File: src/rtl/keccak_pkg.sv
// Shared Keccak slice definitions: row/slice types, the forward chi row
// function and the chi inverse table derived from it.
package keccak_pkg;

  localparam int ROW_W               = 5;
  localparam int SLICE_W             = 25;
  localparam int SLICE_COUNT_DEFAULT = 64;
  localparam int ROWS_PER_SLICE      = SLICE_W / ROW_W;
  localparam int ROW_VALUES          = 1 << ROW_W;

  // Lane x of a row is bit x; row y of a slice is bits 5y..5y+4.
  typedef logic [0:ROW_W-1]   row_t;
  typedef logic [0:SLICE_W-1] slice_t;
  typedef logic [ROW_VALUES-1:0][0:ROW_W-1] chi_lut_t;

  typedef enum logic [2:0] {
    ST_IDLE    = 3'd0,
    ST_READ    = 3'd1,
    ST_CAPTURE = 3'd2,
    ST_WRITE   = 3'd3,
    ST_DONE    = 3'd4
  } chi_inv_state_e;

  function automatic row_t chi_row(input row_t a);
    row_t b;
    for (int x = 0; x < ROW_W; x++) begin
      b[x] = a[x] ^ (~a[(x + 1) % ROW_W] & a[(x + 2) % ROW_W]);
    end
    return b;
  endfunction

  // chi is a bijection on 5 bits, so scattering every a to slot chi(a) fills the table.
  function automatic chi_lut_t build_chi_inv_lut();
    chi_lut_t lut;
    lut = '0;
    for (int v = 0; v < ROW_VALUES; v++) begin
      lut[chi_row(row_t'(v))] = row_t'(v);
    end
    return lut;
  endfunction

  localparam chi_lut_t CHI_INV_LUT = build_chi_inv_lut();

endpackage

File: src/rtl/chi_inverse_if.sv
// Slice memory port shared by the forward chi stage and the inverse engine.
interface chi_inverse_if
  import keccak_pkg::*;
#(
  parameter int ADR_W = 6
);

  logic [ADR_W-1:0] mem_adr;
  slice_t           mem_in;
  logic             mem_r;
  logic             mem_w;
  slice_t           in;

  modport master (
    output mem_adr,
    output mem_in,
    output mem_r,
    output mem_w,
    input  in
  );

  modport slave (
    input  mem_adr,
    input  mem_in,
    input  mem_r,
    input  mem_w,
    output in
  );

endinterface

File: src/rtl/chi_inverse_chi_inv_slice.sv
// Combinational chi inverse of one 25-bit slice: five independent row lookups.
module chi_inv_slice
  import keccak_pkg::*;
(
  input  slice_t slice_i,
  output slice_t slice_o
);

  // Row lookup through the package inverse table.
  always_comb begin
    slice_o = '0;
    for (int y = 0; y < ROWS_PER_SLICE; y++) begin
      slice_o[ROW_W*y +: ROW_W] = CHI_INV_LUT[slice_i[ROW_W*y +: ROW_W]];
    end
  end

endmodule

File: src/rtl/chi_inverse.sv
// Inverse-chi engine: walks every slice read/capture/write and replaces each
// row with its chi preimage in place.
module chi_inverse
  import keccak_pkg::*;
#(
  parameter int SLICE_COUNT = SLICE_COUNT_DEFAULT,
  parameter int ADR_W       = 6
)(
  input  logic             clock,
  input  logic             reset,
  input  logic             start,
  output logic             done,
  chi_inverse_if.master    mem
);

  localparam logic [ADR_W-1:0] SLICE_LAST = ADR_W'(SLICE_COUNT - 1);

  chi_inv_state_e   state_q,   state_d;
  logic [ADR_W-1:0] slice_q,   slice_d;
  logic [ADR_W-1:0] mem_adr_q, mem_adr_d;
  slice_t           mem_in_q,  mem_in_d;
  logic             mem_r_q,   mem_r_d;
  logic             mem_w_q,   mem_w_d;
  logic             done_q,    done_d;
  slice_t           inv_s;

  chi_inv_slice u_inv (
    .slice_i (mem.in),
    .slice_o (inv_s)
  );

  // Next state, slice counter and captured write data.
  always_comb begin
    state_d  = state_q;
    slice_d  = slice_q;
    mem_in_d = mem_in_q;
    case (state_q)
      ST_IDLE: begin
        slice_d = {ADR_W{1'b0}};
        if (start) begin
          state_d = ST_READ;
        end else begin
          state_d = ST_IDLE;
        end
      end
      ST_READ: begin
        state_d = ST_CAPTURE;
      end
      ST_CAPTURE: begin
        mem_in_d = inv_s;
        state_d  = ST_WRITE;
      end
      ST_WRITE: begin
        if (slice_q == SLICE_LAST) begin
          state_d = ST_DONE;
        end else begin
          slice_d = slice_q + ADR_W'(1);
          state_d = ST_READ;
        end
      end
      ST_DONE: begin
        if (!start) begin
          state_d = ST_IDLE;
          slice_d = {ADR_W{1'b0}};
        end else begin
          state_d = ST_DONE;
        end
      end
      default: begin
        state_d = ST_IDLE;
        slice_d = {ADR_W{1'b0}};
      end
    endcase
  end

  // Outputs are decoded from the next state so they register alongside it.
  always_comb begin
    mem_r_d   = (state_d == ST_READ);
    mem_w_d   = (state_d == ST_WRITE);
    done_d    = (state_d == ST_DONE);
    mem_adr_d = slice_d;
  end

  // State and output registers with synchronous reset.
  always_ff @(posedge clock) begin
    if (reset) begin
      state_q   <= ST_IDLE;
      slice_q   <= {ADR_W{1'b0}};
      mem_adr_q <= {ADR_W{1'b0}};
      mem_in_q  <= '0;
      mem_r_q   <= 1'b0;
      mem_w_q   <= 1'b0;
      done_q    <= 1'b0;
    end else begin
      state_q   <= state_d;
      slice_q   <= slice_d;
      mem_adr_q <= mem_adr_d;
      mem_in_q  <= mem_in_d;
      mem_r_q   <= mem_r_d;
      mem_w_q   <= mem_w_d;
      done_q    <= done_d;
    end
  end

  assign mem.mem_adr = mem_adr_q;
  assign mem.mem_in  = mem_in_q;
  assign mem.mem_r   = mem_r_q;
  assign mem.mem_w   = mem_w_q;
  assign done        = done_q;

endmodule
File: src/flat_wrapper.sv
// flat-port wrapper written by rule: the top's interface ports become plain ports
module chi_inverse_flat import keccak_pkg::*;
#(
  parameter int SLICE_COUNT = SLICE_COUNT_DEFAULT,
  parameter int ADR_W       = 6
)
  (clock, reset, start, done, mem_mem_adr, mem_mem_in, mem_mem_r, mem_mem_w, mem_in);
  chi_inverse_if #(.ADR_W(ADR_W)) mem_i ();
  input  logic clock;
  input  logic reset;
  input  logic start;
  output logic done;
  output wire logic [$bits(mem_i.mem_adr)-1:0] mem_mem_adr;
  output wire logic [$bits(mem_i.mem_in)-1:0] mem_mem_in;
  output wire logic [$bits(mem_i.mem_r)-1:0] mem_mem_r;
  output wire logic [$bits(mem_i.mem_w)-1:0] mem_mem_w;
  input wire logic [$bits(mem_i.in)-1:0] mem_in;
  assign mem_mem_adr = mem_i.mem_adr;
  assign mem_mem_in = mem_i.mem_in;
  assign mem_mem_r = mem_i.mem_r;
  assign mem_mem_w = mem_i.mem_w;
  assign mem_i.in = mem_in;
  chi_inverse #(.SLICE_COUNT(SLICE_COUNT), .ADR_W(ADR_W)) u_core (.clock(clock), .reset(reset), .start(start), .done(done), .mem(mem_i));
endmodule
File: config.mk
export PLATFORM = sky130hd
export DESIGN_NAME = chi_inverse_flat
export DESIGN_NICKNAME = d
export VERILOG_FILES = /design/src/rtl/keccak_pkg.sv /design/src/rtl/chi_inverse_if.sv /design/src/rtl/chi_inverse_chi_inv_slice.sv /design/src/rtl/chi_inverse.sv /design/src/flat_wrapper.sv
export SDC_FILE = /design/constraint.sdc
export NUM_CORES = 1
export LEC_CHECK = 0
export CORE_MARGIN = 8
export CORE_UTILIZATION = 35
export CTS_BUF_LIST = sky130_fd_sc_hd__clkbuf_2
export DETAILED_ROUTE_END_ITERATION = 12
export GPL_TIMING_DRIVEN = 0
export REMOVE_ABC_BUFFERS = 1
export SETUP_SLACK_MARGIN = 0.2
export SYNTH_ARGS = -nofsm -noshare
export SYNTH_HDL_FRONTEND = slang
export SYNTH_SLANG_ARGS = --single-unit
File: constraint.sdc
create_clock -name clock -period 3.6 [get_ports clock]
set_input_delay 0.54 -clock clock [delete_from_list [all_inputs] [get_ports clock]]
set_output_delay 0.54 -clock clock [all_outputs]
set_load 0.02 [all_outputs]
==> results by group <==
Outcome
  • Outcome: finished, final reports clean

STA
  • Fmax: 417 MHz
  • Clock Skews: 19.2 ps
  • Max-slew violations: 0
  • Setup violators final: 0
  • Final worst-path cycle share: 0.666
  • Minimum clock period: 2400 ps
  • Final Hold Vio Count: 0
  • Worst slew pin tran: 1050 ps
  • RSZ-0062 raised after global routing: false
  • Final TNS setup: 0 ps
  • Worst slew margin: 0.295

Clocking
  • TritonCTS clock tree: built
  • Max Root-Sink Buffers: 2
  • Clock-pin slew on the worst setup and hold paths: 160 ps
  • CTS resizes: 0
  • Setup Fix Bufs, Post-CTS: 0
  • Clk Latency, worst-skew pair: 360 ps
  • CTS buffer count: 5
  • Clock sinks: 37
  • Hold-fix buffers at CTS: 0
  • H-tree depth: 2
  • Clock Root Buffer: clkbuf_2

Setup path
  • Setup crit start kind: input pin
  • Worst path top cell family by delay: buffers and inverters
  • CP max-delay cell: clkdlybuf4s50_1
  • CP Max Fanout: 27
  • Critical path endpoint: u_core.mem.mem_in[21]$_SDFFE_PP0N_
  • CP Depth: 4
  • RR Endpoint: u_core.mem.mem_in[1]$_SDFFE_PP0N_
  • WP data required: 3870 ps
  • CP cell instances: clkdlybuf4s50_1 -> inv_1 -> and3_1 -> a21o_1
  • Crit path buf inv count: 2
  • Crit Path Category: in -> reg
  • Critical R2R Launch: u_core.state_q[1]$_SDFF_PP0_
  • Worst R2R Path Depth: 4
  • Register-to-register setup slack: 1710 ps
  • Worst Setup SP: reset
  • Max incr delay on CP: 1160 ps
  • Setup crit end kind: flop
  • Worst Path Arrival: 2660 ps

Cells and area
  • Final Non-Filler Cells: 456
  • # diodes: 0
  • Share of cells above drive strength 1: 0.0532
  • Layout overhead on the synthesized area: 27.5%
  • Number of fill cells: 740
  • Nets: 410
  • Post-route cell area: 0.00323 mm^2

Synthesis
  • EDFF count, synth: 0
  • Yosys warning total: 0
  • Mean Syn Cell Area: 8.23 um^2
  • Mapped cell area: 0.00254 mm^2
  • Async SR Flop Fraction: 0
  • Top post-synthesis cells by area: dfxtp_1 (29%), ha_1 (13%), mux4_2 (4.4%)
  • Post-synth top flop: dfxtp_1
  • Synthesized flop and latch total: 37
  • Area leader, netlist: dfxtp_1
  • Distinct cells, synth: 46
  • Register area share after synthesis: 0.292
  • Share of the synthesized area in the top cell type: 0.292
  • Synth Instances: 308

Pwr
  • Sequential share of power: 0.450
  • Leakage power: 1.24 nW
  • Comb pwr share: 0.380
  • Sw frac: 0.347
  • Worst ir drop on vdd: 98.4 uV
  • P_int: 0.000708 W
  • Power per cell area: 335 mW/mm^2
  • Sw Pwr: 0.000377 W
  • Clock share of power: 0.170

Global route
  • Busiest grt layer: met2
  • Met1 GRT Util: 0.146
  • Largest net degree at the start of global routing: 28
  • Initial antenna violation count: 0
  • Met3 GRT Util: 0.0338
  • Gr usage total: 0.116
  • GR Util met2: 0.190
  • First-pass GRT wire length: 9.76 mm
  • Total congestion overflow: 0
  • Number of global-route vias before repair: 2074

Routing
  • Drt via density: 4.86
  • # DRC: 0
  • Initial DRC count: 69
  • Drt total wl: 6.07 mm
  • DR pass1 iterations: 5
  • Avg WL per Cell: 13.3 um
  • Post-route ant nets: 0
  • Vias: 2217

Floorplanning
  • Die Span X: 101 um
  • DIE AREA: 0.0102 mm^2
  • Chip Height: 101 um
  • Num rows: 31
  • CORE AREA: 0.00714 mm^2
  • Starting density of the core: 0.355
  • I/O Pins: 62

Placed design
  • Number of I/O port buffers: 61
  • Cells after DPL: 448
  • HPWL after DPL: 4.68 mm
  • DP Area: 0.00319 mm^2
  • Final GP Congestion: 0.809

Min path
  • Hold depth: 2
  • Hold Path Class: reg -> reg

Flow run
  • Max Cap Viol: 0
metal layers:
layer	up-vias	part of all wire
met5	-	0
met4	0	0.0046
met3	2	0.046
met2	41	0.46
met1	1005	0.49
li1	1169	-
stage by stage:
step / hold slack, ps / power (W) / utilization / worst slack [ps]
2_1_floorplan: 528 / 0.000719 / - / 1740
3_3_place_gp: 444 / 0.000902 / 0.445 / 727
3_5_place_dp: 448 / 0.000915 / 0.448 / 746
4_1_cts: 469 / 0.00111 / 0.453 / 1170
5_1_grt: 492 / 0.00116 / 0.453 / 1090
6_report: 465 / 0.00108 / 0.453 / 1200
layout make-up:
cell class | instances | area, um^2 | share of cell area
Inverter | 26 | 97.6 | 0.0302
Tap cell | 99 | 124 | 0.0383
Multi-Input combinational cell | 224 | 1610 | 0.497
Timing Repair Buffer | 62 | 626 | 0.193
Sequential cell | 37 | 741 | 0.229
Clock buffer | 8 | 40.0 | 0.0124
registers in the layout (all words and copies together) (netlist names):
| signal | flops |
|---|---|
| u_core.mem.mem_r | 1 |
| u_core.mem.mem_in | 25 |
| u_core.mem.mem_w | 1 |
| u_core.done | 1 |
| u_core.slice_q | 6 |
| u_core.state_q | 3 |
power by group through the flow:
stage | clock network, W | logic [W] | registers, W
6_report | 0.000184 | 0.000412 | 0.000488
5_1_grt | 0.000217 | 0.000452 | 0.000495
4_1_cts | 0.000200 | 0.000418 | 0.000489
3_5_place_dp | 0 | 0.000417 | 0.000498
3_3_place_gp | 0 | 0.000406 | 0.000496
2_1_floorplan | 0 | 0.000175 | 0.000544
worst min path at each step:
stage                     slack (ps)                          startpoint                            endpoint
after floorplan                  530  u_core.mem.mem_in[12]$_SDFFE_PP0N_  u_core.mem.mem_in[12]$_SDFFE_PP0N_
after global placement           440   u_core.mem.mem_in[2]$_SDFFE_PP0N_   u_core.mem.mem_in[2]$_SDFFE_PP0N_
after detailed placement         450   u_core.mem.mem_in[2]$_SDFFE_PP0N_   u_core.mem.mem_in[2]$_SDFFE_PP0N_
after CTS                        470   u_core.mem.mem_in[2]$_SDFFE_PP0N_   u_core.mem.mem_in[2]$_SDFFE_PP0N_
after global routing             490   u_core.mem.mem_in[2]$_SDFFE_PP0N_   u_core.mem.mem_in[2]$_SDFFE_PP0N_
final                            470   u_core.mem.mem_in[2]$_SDFFE_PP0N_   u_core.mem.mem_in[2]$_SDFFE_PP0N_
placed cells by master (no fill, tap or decap), types with 2 or more instances in the layout:
| cell | count |
|---|---|
| clkdlybuf4s50_1 | 61 |
| dfxtp_1 | 37 |
| ha_1 | 26 |
| inv_1 | 25 |
| nor2_1 | 25 |
| nand2_1 | 20 |
| o21ai_0 | 18 |
| nand2b_1 | 13 |
| a21oi_1 | 12 |
| xnor2_1 | 11 |
| a31oi_1 | 11 |
| a211oi_1 | 10 |
| nor3_1 | 8 |
| clkbuf_2 | 8 |
| nand3_1 | 7 |
| nor2b_1 | 7 |
| o21bai_1 | 5 |
| mux4_2 | 5 |
| a21o_1 | 5 |
| mux2i_1 | 4 |
| or3_1 | 4 |
| and2_1 | 3 |
| o311ai_0 | 3 |
| or2_2 | 3 |
| a311oi_1 | 3 |
| a22oi_1 | 2 |
| a211o_1 | 2 |
| a2111oi_0 | 2 |
| and3_1 | 2 |
cells by family (layout without fill, tap and decap cells):
logic type               count (synthesis)  in the layout  share of synthesized area
AND/OR/NAND/NOR                         98             98                      0.196
AO/OA/AOI/OAI                           79             79                      0.205
buffers and inverters                   47             96                     0.0770
flip-flops                              37             37                      0.292
adder cells (fa/ha/maj)                 26             26                      0.128
XOR/XNOR                                12             12                     0.0414
multiplexers                             9              9                     0.0602
worst min-delay path: stages, from the launching register on:
cell	delay [ps]
dfxtp_1	340
nand2_1	50
a21oi_1	50
cells in the mapped netlist (8+ instances only):
cell type and instances:
a211oi_1 10, a21oi_1 12, a31oi_1 11, clkbuf_1 13, dfxtp_1 37, ha_1 26, inv_1 25, nand2_1 20
nand2b_1 13, nor2_1 25, nor3_1 8, o21ai_0 18, xnor2_1 11
No activity file was read; power rests on OpenSTA's default activity.
